File: src/rtl/alu_result_demux_pkg.sv
// Shared ALU definitions: result/flag widths, NZVC bit positions, result-select
// encoding, and the channel identifiers used by the result demultiplexer.
package alu_result_demux_pkg;

    localparam int DW = 8;
    localparam int FW = 4;

    // Flag vector order is {N, Z, V, C}
    localparam int NZVC_N = 3;
    localparam int NZVC_Z = 2;
    localparam int NZVC_V = 1;
    localparam int NZVC_C = 0;

    localparam int RES_SEL_W = 2;

    typedef enum logic [RES_SEL_W-1:0] {
        RES_ARITH = 2'd0,
        RES_LOGIC = 2'd1,
        RES_SHIFT = 2'd2,
        RES_PASS  = 2'd3
    } res_sel_e;

    localparam int CNT_W = 8;

    typedef enum logic {
        CH0 = 1'b0,
        CH1 = 1'b1
    } chan_e;

    function automatic int ptr_width(input int depth);
        return (depth > 1) ? $clog2(depth) : 1;
    endfunction

endpackage

File: src/rtl/alu_result_demux_sync_fifo.sv
// Synchronous FIFO with registered storage; the head entry is read straight
// from the storage array, so it only changes on a clock edge.
module sync_fifo
    import alu_result_demux_pkg::*;
#(
    parameter int WIDTH = 12,
    parameter int DEPTH = 2
) (
    input  logic             clk,
    input  logic             rst,
    input  logic             push,
    input  logic [WIDTH-1:0] push_data,
    input  logic             pop,
    output logic             full,
    output logic             empty,
    output logic [WIDTH-1:0] head
);

    localparam int AW = ptr_width(DEPTH);
    localparam int LW = $clog2(DEPTH + 1);

    logic [WIDTH-1:0] mem [DEPTH];
    logic [AW-1:0]    wr_ptr;
    logic [AW-1:0]    rd_ptr;
    logic [LW-1:0]    occ;
    logic             do_push;
    logic             do_pop;

    assign full    = (occ == LW'(DEPTH));
    assign empty   = (occ == '0);
    assign do_push = push && !full;
    assign do_pop  = pop && !empty;
    assign head    = mem[rd_ptr];

    // DEPTH is a power of two, so pointer wrap is the natural overflow.
    always_ff @(posedge clk) begin
        if (rst) begin
            wr_ptr <= '0;
            rd_ptr <= '0;
            occ    <= '0;
            for (int i = 0; i < DEPTH; i++) begin
                mem[i] <= '0;
            end
        end else begin
            if (do_push) begin
                mem[wr_ptr] <= push_data;
                wr_ptr      <= wr_ptr + 1'b1;
            end
            if (do_pop) begin
                rd_ptr <= rd_ptr + 1'b1;
            end
            case ({do_push, do_pop})
                2'b10:   occ <= occ + 1'b1;
                2'b01:   occ <= occ - 1'b1;
                default: occ <= occ;
            endcase
        end
    end

endmodule

File: src/rtl/alu_result_demux.sv
// Routes ALU results with their NZVC flags to one of two buffered channels and
// counts the results delivered on each channel.
module alu_result_demux #(
    parameter int DW    = alu_result_demux_pkg::DW,
    parameter int FW    = alu_result_demux_pkg::FW,
    parameter int DEPTH = 2
) (
    input  logic          clk,
    input  logic          rst,
    input  logic          in_valid,
    output logic          in_ready,
    input  logic [DW-1:0] in_data,
    input  logic [FW-1:0] in_nzvc,
    input  logic          sel,
    output logic          out0_valid,
    input  logic          out0_ready,
    output logic [DW-1:0] out0_data,
    output logic [FW-1:0] out0_nzvc,
    output logic [alu_result_demux_pkg::CNT_W-1:0] out0_cnt,
    output logic          out1_valid,
    input  logic          out1_ready,
    output logic [DW-1:0] out1_data,
    output logic [FW-1:0] out1_nzvc,
    output logic [alu_result_demux_pkg::CNT_W-1:0] out1_cnt
);

    import alu_result_demux_pkg::*;

    localparam int EW = DW + FW;

    chan_e         dest;
    logic [EW-1:0] entry;
    logic [EW-1:0] head0;
    logic [EW-1:0] head1;
    logic          full0;
    logic          full1;
    logic          empty0;
    logic          empty1;
    logic          push0;
    logic          push1;
    logic          pop0;
    logic          pop1;

    assign dest  = chan_e'(sel);
    assign entry = {in_data, in_nzvc};

    // Readiness looks only at the selected buffer's registered fullness, so a
    // same-cycle pop never opens a full buffer.
    assign in_ready = (dest == CH1) ? !full1 : !full0;

    assign push0 = in_valid && in_ready && (dest == CH0);
    assign push1 = in_valid && in_ready && (dest == CH1);
    assign pop0  = out0_valid && out0_ready;
    assign pop1  = out1_valid && out1_ready;

    sync_fifo #(
        .WIDTH (EW),
        .DEPTH (DEPTH)
    ) u_fifo0 (
        .clk       (clk),
        .rst       (rst),
        .push      (push0),
        .push_data (entry),
        .pop       (pop0),
        .full      (full0),
        .empty     (empty0),
        .head      (head0)
    );

    sync_fifo #(
        .WIDTH (EW),
        .DEPTH (DEPTH)
    ) u_fifo1 (
        .clk       (clk),
        .rst       (rst),
        .push      (push1),
        .push_data (entry),
        .pop       (pop1),
        .full      (full1),
        .empty     (empty1),
        .head      (head1)
    );

    assign out0_valid = !empty0;
    assign out0_data  = head0[EW-1:FW];
    assign out0_nzvc  = head0[FW-1:0];
    assign out1_valid = !empty1;
    assign out1_data  = head1[EW-1:FW];
    assign out1_nzvc  = head1[FW-1:0];

    always_ff @(posedge clk) begin
        if (rst) begin
            out0_cnt <= '0;
            out1_cnt <= '0;
        end else begin
            if (pop0) begin
                out0_cnt <= out0_cnt + 1'b1;
            end
            if (pop1) begin
                out1_cnt <= out1_cnt + 1'b1;
            end
        end
    end

endmodule

File: config.mk
export PLATFORM = sky130hd
export DESIGN_NAME = alu_result_demux
export DESIGN_NICKNAME = d
export VERILOG_FILES = /design/src/rtl/alu_result_demux_pkg.sv /design/src/rtl/alu_result_demux_sync_fifo.sv /design/src/rtl/alu_result_demux.sv
export SDC_FILE = /design/constraint.sdc
export NUM_CORES = 1
export LEC_CHECK = 0
export BUFFER_PORTS_ARGS = -buffer_cell sky130_fd_sc_hd__buf_2
export CORE_MARGIN = 2
export CORE_UTILIZATION = 59
export DETAILED_ROUTE_END_ITERATION = 7
export PLACE_DENSITY = 0.89
export SLEW_MARGIN = 20
export SYNTH_ARGS = -nofsm -noshare
export SYNTH_HDL_FRONTEND = slang
export SYNTH_SLANG_ARGS = --single-unit
File: constraint.sdc
create_clock -name clk -period 4.6 [get_ports clk]
set_input_delay 0.46 -clock clk [delete_from_list [all_inputs] [get_ports clk]]
set_output_delay 0.46 -clock clk [all_outputs]
set_load 0.005 [all_outputs]
-- Word-level counts from Yosys, hierarchy flattened
Memory sizes are Yosys's and may differ from the RTL's. A register that Yosys moved wholly into a read port is not among the register bits.
Index checks and enable logic that the tools add are counted.
- memory bits (writable): 48
- input bits: 18
- logic and storage cells: 67
- register bits after elaboration: 24
- output and inout bits: 43
- memories kept: 2
- multiplexer cells: 21
- reductions and logical operators: 19
- bitwise logic cells: 1
- $add $sub $neg: 10
- equality and inequality tests: 6
- memory list (name ; depth ; width ; read ports ; clocked after Yosys merged registers in ; write ports ; line ; source):
    u_fifo0.mem ; 2 ; 12 ; 1 ; 1 ; 2 ; alu_result_demux_sync_fifo.sv:22 ; logic [WIDTH-1:0] mem [DEPTH];
    u_fifo1.mem ; 2 ; 12 ; 1 ; 1 ; 2 ; alu_result_demux_sync_fifo.sv:22 ;
- operators with widths (kind ; count):
    12-bit 2-to-1 mux ; 2
    12-bit OR reduction ; 2
    1-bit 2-to-1 mux ; 17
    8-bit by 1-bit adder with 8-bit output (second input constant) ; 2
    1-bit logical AND ; 9
    2-bit equality test (second input constant) ; 4
    2-bit one-hot mux with 2 select lines ; 2
    1-bit adder (second input constant) ; 4
    2-bit by 1-bit adder with 2-bit output (second input constant) ; 2
    2-bit by 1-bit equality test with 1-bit output (second input constant) ; 2
    1-bit zero test ; 4
    2-bit zero test ; 2
    2-bit nonzero test ; 2
    2-bit by 1-bit subtractor with 2-bit output (second input constant) ; 2
    1-bit NOT ; 1

-- Longest topological paths before layout
- depth after elaboration: 11
- mapped depth: 7
- mapped depth without buffers: 6

-- Modules after synthesis
A second synthesis with hierarchy kept.
- cells, all modules: 292
- area, all modules: 3304.4 um^2
- by module, submodules not included (module ; area an instance (um^2) ; times used ; sequential area each (um^2) ; cells an instance):
    sync_fifo ; 1286.2 ; 2 ; 820.8 ; 104
    alu_result_demux ; 732.0 ; 1 ; 320.3 ; 84

-- Worst setup path before layout
No wires, ideal clock.
- kind: in2reg
- start point: input sel
- end point: memory u_fifo1.mem[0][0], enable pin
- buffers on the path: 0
- data required time: 4.241 ns
- path slack: 2.900 ns
- data arrival time: 1.341 ns
- library setup time: 0.359 ns
- stages on the path: 3
- path through: inv_2 or4_1 nand2b_1
- RTL lines (what ; line ; source):
    start, declared ; alu_result_demux.sv:14 ; input logic sel,
    end, declared ; alu_result_demux_sync_fifo.sv:22 ;

==> reports/results.ini <==
[outcome]
status=completed

[global_routing]
grt_overflow=0
grt_use_total_pct=21.22
grt_pass1_wl_um=9791
antenna_found_initial=0
grt_pass1_vias=2096
grt_max_degree=36

[clocking]
cts_buffers=9
clk_pin_slew_ps=70
post_cts_resized=0
h-tree-depth=3
cts_tree=yes
cts_setup_buffers=0
clk_path_buf_depth=2
insertion_delay_ps=340
cts_root_buffer=clkbuf_8
cts_hold_buffers=0
cts_num_sinks=74

[sta]
fin_crit_ps=2158
skew_ps=5.437
fmax_mhz=463.4
hold_viol=0
finalSetupTns_ps=0
slew_viol_final=0
rsz0062_at_grt=false
setup_viol=0
maxSlewHeadroom_pct=41.25
worst_slew_pin_slew_ps=874.0
final.period_utilization_pct=46.91

[floorplan]
die_area_um2=6177
fp.dieH_um=78.60
num_rows=27
core-area_um2=5439
die_w_um=78.60
initial_utilization_pct=60.36
ioPinCount=61

[synth]
synth_top_family_by_area=simple AND/OR/NAND/NOR gates
synth_top_area_share_pct=43.90
ys.flop_type=edfxtp_1
synth_nets=288
syn-cell-area_um2=3283
synth-adder-area-share_pct=1.524
ys_seq_area_share_pct=59.76
synth_seq_cells=74
syn-instance-count=266
async_reset_ff_share_pct=0
synth_enable_flop_cells=48
synthTopCellsByArea=edfxtp_1 (44%), dfxtp_1 (16%), and2_1 (9.1%), mux2_2 (8.2%), or4_1 (2.3%)
synthXorXnorAreaFrac_pct=2.668
yosysTopAreaCell=edfxtp_1
synth.avg_cell_area_um2=12.34
synth-compound-area-share_pct=5.107
synthDistinctLibCells=31
yosys_warnings=0
muxShareOfSynthArea_pct=9.146
synthSimpleGateAreaFrac_pct=19.82

[critical_path]
reg2reg_to=u_fifo0.mem[1][2]$_SDFFCE_PN0P_
rr_worst_depth=3
reg2reg_slack_ps=2510
r2r_start=u_fifo0.occ[0]$_SDFFE_PP0P_
worst_ep_required_time_ps=4620
path_max_fanout=35
critPathKind=input port to flop
arrival_ps=2180
startpoint_type=input port
critPathCaptureType=flop

[worst_hold_path]
holdPathEnd=u_fifo1.mem[1][11]$_SDFFCE_PN0P_
min_from=in_data[7]
min_path_type=input port to flop
min_path_cells=2

[layout]
area_delta_synth_final_pct=15.97
drive_gt1_share_pct=32.53
nets=349
stdcell_area_um2=3807
diodes=0

[route]
vias=2218
routed_wl_um=6126
dr.first_iter.drc_count=138
viasPerCell=5.490
post-route-drc-count=0
drtPass1Iterations=4
drtAntennaViolNets=0
wl_per_cell_um=15.16

[run]
maxCapViolations=0

[placement]
postPlaceCellArea_um2=3635
gp_congestion=0.7573
io_buffers=60
detailed_place_hpwl_um=4253

[power_and_ir_drop]
vdd_drop_max_uv=257.7
power.density_nw_per_um2=428.2
p_leak_nw=1.570

-- power breakdown --
group	internal (mW)	switching (mW)	leakage [nW]
clock network	0.222	0.223	0.0908
logic	0.183	0.150	0.766
registers	0.778	0.0741	0.714
-- worst max-delay path, cell delays in order --
cell      delay (ps)
buf_2            280
nand2b_1         310
nor4b_2          710
or2_2            420
-- sequential cells by signal (all words and copies together) (netlist names), 2 cells and up, named ones only --
name	cells
u_fifo0.mem	24
u_fifo1.mem	24
out0_cnt	8
out1_cnt	8
u_fifo0.occ	2
u_fifo1.occ	2
-- per-stage QoR --
| stage | utilization, % | setup slack, ps | total power, mW | hold WS (ps) | instances |
|---|---|---|---|---|---|
| floorplan | - | 2900 | 1.075 | 464.4 | 266 |
| global placement | 66.83 | 2230 | 1.185 | 466.5 | 388 |
| detailed placement | 66.83 | 2089 | 1.202 | 470.5 | 388 |
| CTS | 70.00 | 2451 | 1.645 | 440.3 | 404 |
| global route | 70.00 | 2271 | 1.718 | 432.5 | 404 |
| finish | 70.00 | 2442 | 1.630 | 444.2 | 404 |
-- cell type report --
| cell class | instances | area, um^2 |
|---|---|---|
| clock buffers | 13 | 158.9 |
| clock inverters | 3 | 13.76 |
| fillers | 401 | 1632 |
| repair buffers | 61 | 307.8 |
| inverters | 5 | 18.77 |
| multi-input cells | 176 | 1256 |
| flip-flops and latches | 74 | 1962 |
| well taps | 72 | 90.09 |
-- how the worst max path moves through the flow --
| stage | start | to | slack, ps | cells past startpoint |
|---|---|---|---|---|
| final | rst | u_fifo0.mem[1][2]$_SDFFCE_PN0P_ | 2440 | 4 |
| after global routing | rst | u_fifo0.mem[1][8]$_SDFFCE_PN0P_ | 2270 | 4 |
| after CTS | rst | u_fifo0.mem[1][8]$_SDFFCE_PN0P_ | 2450 | 4 |
| after detailed placement | rst | u_fifo0.mem[1][5]$_SDFFCE_PN0P_ | 2090 | 4 |
| after global placement | rst | u_fifo0.mem[1][9]$_SDFFCE_PN0P_ | 2230 | 4 |
| after floorplan | sel | u_fifo1.mem[0][0]$_SDFFCE_PN0P_ | 2900 | 3 |
-- per-layer routing --
metal	up-vias	global-route usage, %	part of all wire, %	routed length [um]
met5	-	0	0	0
met4	0	13.16	2.8	170
met3	16	5.287	6.2	380
met2	76	34.02	48	2933
met1	1046	25.71	43	2642
li1	1080	-	-	-
-- cells by family after synthesis --
| family | Yosys count |
|---|---|
| AOI/OAI and AO/OA | 28 |
| DFF | 74 |
| xor gates and xnor gates | 10 |
| muxes | 27 |
| and+or+nand+nor | 107 |
| adders and majority gates | 4 |
| buffers and inverters | 16 |
-- cell usage after synthesis, types with 6 or more instances --
library cell	count
and2_1	48
nor2_1	16
mux2_2	24
nand2b_1	7
xor2_1	8
dfxtp_1	26
o31ai_1	6
or4_1	10
edfxtp_1	48
o21ai_0	8
or3_1	6
a21oi_1	10
-- layout by cell type (no fill, tap or decap), types with 6 or more instances in the layout --
cell type,instances
mux2_2,24
o21ai_0,8
or3_1,6
and2_1,48
dfxtp_1,26
buf_2,60
clkbuf_8,11
xor2_1,8
or4_1,10
o31ai_1,6
nor2_1,16
edfxtp_1,48
a21oi_1,10
nand2b_1,7
(Power assumes the default switching activity.)
